$ cat src/rtl/mem_port_arbiter.sv
// mem_port_arbiter: round-robin arbiter giving a core and a loader port shared access to one single-port memory.
module mem_port_arbiter #(
  parameter int AW = 8,
  parameter int DW = 8
) (
  input  logic          clk,
  input  logic          reset,
  input  logic          c_req,
  input  logic          c_we,
  input  logic [AW-1:0] c_addr,
  input  logic [DW-1:0] c_wdata,
  output logic [DW-1:0] c_rdata,
  output logic          c_ack,
  input  logic          l_req,
  input  logic          l_we,
  input  logic [AW-1:0] l_addr,
  input  logic [DW-1:0] l_wdata,
  output logic [DW-1:0] l_rdata,
  output logic          l_ack,
  output logic          mem_en,
  output logic          mem_we,
  output logic [AW-1:0] mem_addr,
  output logic [DW-1:0] mem_wdata,
  input  logic [DW-1:0] mem_rdata,
  output logic          busy
);
  typedef enum logic [1:0] {IDLE, ACCESS, RESP} state_e;
  state_e state_q;
  logic ptr_q, sel_q, we_q, c_ack_q, l_ack_q, mem_en_q, mem_we_q;
  logic [AW-1:0] mem_addr_q;
  logic [DW-1:0] mem_wdata_q, c_rdata_q, l_rdata_q;
  logic sel_d;
  // ptr_q=1 favours the loader; a lone requester wins regardless
  assign sel_d = l_req & (~c_req | ptr_q);
  always_ff @(posedge clk or negedge reset) begin
    if (!reset) begin
      state_q     <= IDLE;
      ptr_q       <= 1'b0;
      sel_q       <= 1'b0;
      we_q        <= 1'b0;
      c_ack_q     <= 1'b0;
      l_ack_q     <= 1'b0;
      mem_en_q    <= 1'b0;
      mem_we_q    <= 1'b0;
      mem_addr_q  <= '0;
      mem_wdata_q <= '0;
      c_rdata_q   <= '0;
      l_rdata_q   <= '0;
    end else begin
      c_ack_q <= 1'b0;
      l_ack_q <= 1'b0;
      case (state_q)
        IDLE: if (c_req | l_req) begin
          sel_q       <= sel_d;
          ptr_q       <= ~sel_d;
          we_q        <= sel_d ? l_we : c_we;
          mem_en_q    <= 1'b1;
          mem_we_q    <= sel_d ? l_we : c_we;
          mem_addr_q  <= sel_d ? l_addr : c_addr;
          mem_wdata_q <= sel_d ? l_wdata : c_wdata;
          state_q     <= ACCESS;
        end
        ACCESS: begin
          mem_en_q <= 1'b0;
          mem_we_q <= 1'b0;
          c_ack_q  <= ~sel_q;
          l_ack_q  <= sel_q;
          state_q  <= RESP;
        end
        RESP: begin
          // read data arrives during RESP and lands in the winner's register at its end
          if (!we_q && sel_q) l_rdata_q <= mem_rdata;
          if (!we_q && !sel_q) c_rdata_q <= mem_rdata;
          state_q <= IDLE;
        end
        default: state_q <= IDLE;
      endcase
    end
  end
  assign c_ack     = c_ack_q;
  assign l_ack     = l_ack_q;
  assign c_rdata   = c_rdata_q;
  assign l_rdata   = l_rdata_q;
  assign mem_en    = mem_en_q;
  assign mem_we    = mem_we_q;
  assign mem_addr  = mem_addr_q;
  assign mem_wdata = mem_wdata_q;
  assign busy      = state_q != IDLE;
endmodule

$ cat config.mk
export PLATFORM = sky130hd
export DESIGN_NAME = mem_port_arbiter
export DESIGN_NICKNAME = d
export VERILOG_FILES = /design/src/rtl/mem_port_arbiter.sv
export SDC_FILE = /design/constraint.sdc
export NUM_CORES = 1
export LEC_CHECK = 0
export ABC_AREA = 1
export CAP_MARGIN = 20
export CORE_MARGIN = 5
export CORE_UTILIZATION = 32
export DETAILED_ROUTE_END_ITERATION = 10
export PLACE_DENSITY = 0.68
export SETUP_SLACK_MARGIN = 0.3
export SLEW_MARGIN = 30
export SYNTH_ARGS = -nofsm -noshare
export SYNTH_HDL_FRONTEND = slang
export SYNTH_SLANG_ARGS = --single-unit
$ cat constraint.sdc
create_clock -name clk -period 1.4 [get_ports clk]
set_input_delay 0.28 -clock clk [delete_from_list [all_inputs] [get_ports clk]]
set_output_delay 0.28 -clock clk [all_outputs]
set_load 0.1 [all_outputs]
* Word-level counts from Yosys, hierarchy flattened
Index checks and enable logic that the tools add are counted.
** Word-level totals
- Bits in registers :: 41
- Word-level logic and storage cells :: 43
** Cells by class
- Eq/ne operators :: 3
- Mux-type cells :: 11
- Bitwise operators :: 6
- Reduce and logical (&&, ||, !) cells :: 11
** Operator list (count)
- $mux 8 :: 2
- $reduce_and 2->1 :: 4
- $mux 1 :: 5
- $pmux 1 s2 :: 2
- $pmux 2 s2 :: 1
- $reduce_bool 2->1 :: 2
- $not 1->1 :: 3
- $eq 2x1->1 const B :: 1
- $eq 2x2->1 const B :: 1
- $logic_and 1x1->1 :: 2
- $logic_not 1->1 :: 2
- $logic_not 2->1 :: 1
- $mux 2 :: 1
- $ne 2x2->1 const B :: 1
- $or 1x1->1 :: 2
- $and 1x1->1 :: 1

* Longest topological paths before layout
- Depth in word-level cells :: 6
- Gate-level depth with buffers :: 6
- Gate-level depth less buffers :: 6

* Worst setup path before layout
Ideal clock, no wire load.
- Path type :: register -> register
- Start point :: reg state_q[0]
- End point :: reg mem_we_q, in the netlist mem_we
- Data arrival time :: 1.655 ns
- Stages on the path, launching flop included :: 7
- Slack :: -0.324 ns
- Period minus slack after synthesis :: 1.724 ns
- Library setup time :: 0.069 ns
- Buffers on the path :: 1
- Cell sequence :: dfrtp_1 > inv_1 > nand2_1 > nor2_4 > buf_6 > nand3_1 > nand2_1
** Between the ends
- Longest elaborated chain between the ends :: 3
** RTL lines
- start: declaration :: line 28 : state_e state_q;
- start signal: assignment :: line 37 : state_q <= IDLE;
- start signal: assignment :: line 61 : state_q <= ACCESS;
- start signal: assignment :: line 68 : state_q <= RESP;
- $eq 2x1->1 or $logic_not 2->1 (tied branches) :: line 52 : case (state_q)
- $reduce_bool 2->1 (no line) or $ne 2x2->1 (tied branches)
- $reduce_and 2->1 (no line)
- end signal: assignment :: line 58 : mem_we_q <= sel_d ? l_we : c_we;
- end: declaration :: line 29 : logic ptr_q, sel_q, we_q, c_ack_q, l_ack_q, mem_en_q, mem_we_q;
Parallel ways exist; a longest one is shown, timed or not.
A chain may end at the register's enable or synchronous reset.

* Final worst setup path
- Start point :: reg state_q[0]
- End point :: out busy
** Between the ends
- Longest elaborated chain between the ends :: 1
** RTL lines
- $reduce_bool 2->1 :: line 88 : assign busy = state_q != IDLE;
- end: declaration :: line 25 : output logic busy
Every way passes these cells.

==> results by group <==
Outcome
  • Outcome: completed

Worst setup path
  • Crit path max fanout: 3
  • Critical Path Source Type: flop
  • CP Class: flop to primary output
  • Worst EP required: between 1 and 1.5 ns
  • CP Capture Type: primary output
  • WP data arrival: about 1.1 ns

Placement
  • Post-Place Cell Area: approximately 3300 um2
  • Half-perimeter wire length after placement: about 4100 um
  • Final RePlAce weighted congestion: 0.8035
  • Port Buffers: 82

Global routing
  • GR Overflow Total: 0
  • Vias in the first global route: 1881
  • Initial antenna violation count: 0
  • Largest net degree at the start of global routing: 42
  • First-pass GRT wire length: ~9400 um
  • Total GRT Usage: approximately 16%

Floorplan
  • Io pins: 83
  • Row Count: 27
  • Die Wd: between 80 and 90 um
  • Die Ht: around 86 um
  • Initial Utilization: 33.31%
  • Core area: 5574 um2
  • Die ar.: 7426 um2

Job
  • Max-cap violations: 0

CTS
  • Reg clk slew, reported paths: around 0.070 ns
  • CTS H-tree lvls: 2
  • Cts bufs inserted: 5
  • TritonCTS clock tree: done
  • Clk root buf: clkbuf_8
  • Worst skew pair latency: approximately 0.29 ns
  • Clk buf depth: 2
  • CTS sink cnt: 41

Yosys
  • Top post-synthesis cells by area: dfrtp_1, nand3_1, o21ai_2
  • Gate Count Post-Synth: around 190
  • Post-synth cell types: 15
  • Syn_area_per_cell: 9.721 um2
  • Syn nets: approximately 240
  • Main combinational cell family by area after synthesis: simple AND/OR/NAND/NOR gates
  • Number of synthesized register bits: 41
  • Mapped Area: ~1900 um2
  • Simple-Gate Fraction of Synth Area: around 28%
  • XOR/XNOR Fraction of Synth Area: 0%
  • Sequential fraction of the synthesis area: a little under three fifths
  • Mux share of post-synthesis cell area: 0%
  • Synth Area in Adders: 0%
  • Cell taking the most area after synthesis: dfrtp_1
  • Post-synth top area share: between 50 and 60%
  • Ys Warns: 0
  • Synth Area in Compound Gates: under 10%

Drt
  • DR iter-0 viols: 49
  • Antenna Nets Post-Route: 0
  • Vias per std cell: 4.670
  • DR WL/cell: roughly 15 um
  • Post-Route WL: between 5000 and 6000 um
  • First-pass iteration count of the detailed router: 4
  • Residual DRC: 0
  • Via count: 1714

Timing
  • RSZ-0062 raised after global routing: true
  • Max Slew Vio Count: 0
  • Final hold viol count: 0
  • Final period utilization: 95.00%
  • Worst Skew: 0.01293 ns
  • Min Hold Slack: about 0.48 ns
  • Worst-Margin Slew: 0.2972 ns
  • Fin crit period: between 1 and 1.5 ns
  • Fmax: around 750 MHz
  • Worst rel slew slack: ~80%
  • Final Setup Violations: 0

Finish
  • Syn-to-layout area delta: 93.13%
  • Antenna Cells: 0
  • Ratio of cells with drive above 1 in the final layout: between 50% and 60%
  • Final Cell Area: roughly 3600 um2
  • NumNets Final: 340

Min path
  • Worst Hold Class: flop to flop
==> path summary, 6_finish.rpt <==
kind	startpoint	endpoint	slack, ns	cells after the start
setup / recovery	state_q[0]	busy	0.07	3
min in group asynchronous	reset	mem_wdata[6]	0.51	3
setup reg to reg	state_q[0]	mem_wdata[7]	0.13	6
hold / removal	sel_q	c_ack	0.48	1
hold reg to reg	sel_q	c_ack	0.48	1
max in group asynchronous	reset	mem_wdata[0]	0.66	3
==> metal layers <==
metal | wire length [um] | track usage, %
met1 | 2102 | 18.60
met2 | 3082 | 29.50
met3 | 204 | 2.471
met4 | 122 | 6.374
met5 | 0 | 0
==> logic make-up (layout without fill, tap and decap cells) <==
logic type / count (synthesis) / count (layout)
compound gates: 19 / 19
buf+inv: 26 / 130
flops: 41 / 41
simple gates: 105 / 105
==> Yosys cell counts (all sizes together) <==
master,number
buf,11
nand3,35
nand4,16
inv,15
nand2,45
o21ai,19
dfrtp,41
nor2,9
==> critical path, stage by stage (launching register included) <==
cell and delay, ns:
dfrtp_1 0.42, inv_2 0.12, nand2_8 0.06, buf_12 0.16
==> state kept, by name (all words and copies together) (netlist names) <==
| signal | cells |
|---|---|
| state_q | 2 |
| sel_q | 1 |
| mem_en | 1 |
| ptr_q | 1 |
| l_ack | 1 |
| mem_wdata | 8 |
| we_q | 1 |
| mem_we | 1 |
| c_rdata | 8 |
| l_rdata | 8 |
| mem_addr | 8 |
| c_ack | 1 |
==> metrics by stage <==
step / worst slack [ns] / utilization, % / setup TNS, ns / std cells
floorplan: 0.2227 / - / 0 / 191
global placement: -0.06403 / 59.82 / -1.016 / 347
detailed placement: -0.08393 / 59.82 / -1.334 / 347
CTS: 0.06779 / 63.88 / 0 / 365
global route: 0.02896 / 64.33 / 0 / 367
finish: 0.07007 / 64.33 / 0 / 367
==> area by class of cell <==
type | instances | area [um2]
repair buffers | 107 | 1451
fillers | 442 | 1988
multi-input cells | 124 | 800.8
flip-flops and latches | 41 | 1071
clock buffers | 7 | 86.33
inverters | 15 | 56.30
clock inverters | 1 | 30.03
well taps | 72 | 90.09
==> cell usage in the layout (no fill, tap or decap) <==
master / instances
clkdlybuf4s50_1: 42
buf_12: 41
nand2_1: 36
dfrtp_2: 36
nand3_1: 18
nand3_2: 17
buf_4: 17
o21ai_2: 16
nand4_1: 16
inv_1: 13
clkbuf_8: 6
nor2_1: 5
nand2_2: 5
dfrtp_1: 5
nand2_4: 3
inv_2: 2
nor2_2: 2
nor2_4: 2
o21ai_1: 2
dlygate4sd2_1: 2
buf_6: 2
nand2_8: 1
o21ai_4: 1
clkbuf_1: 1
bufinv_16: 1
buf_16: 1
dlygate4sd3_1: 1
buf_2: 1
==> timing repair <==
action / 4_1_cts / 5_1_grt
endpoints found under the hold margin: 41 / 0
hold buffers: 1 / 0
endpoints found under the setup margin: 74 / 74
pin swaps: 2 / 4
setup buffers: 8 / 2
resized for setup: 6 / 2
gates cloned: 1 / 0
Power is not shown: default switching activity piles up to over one toggle a cycle in this logic, so the estimate is an artifact.
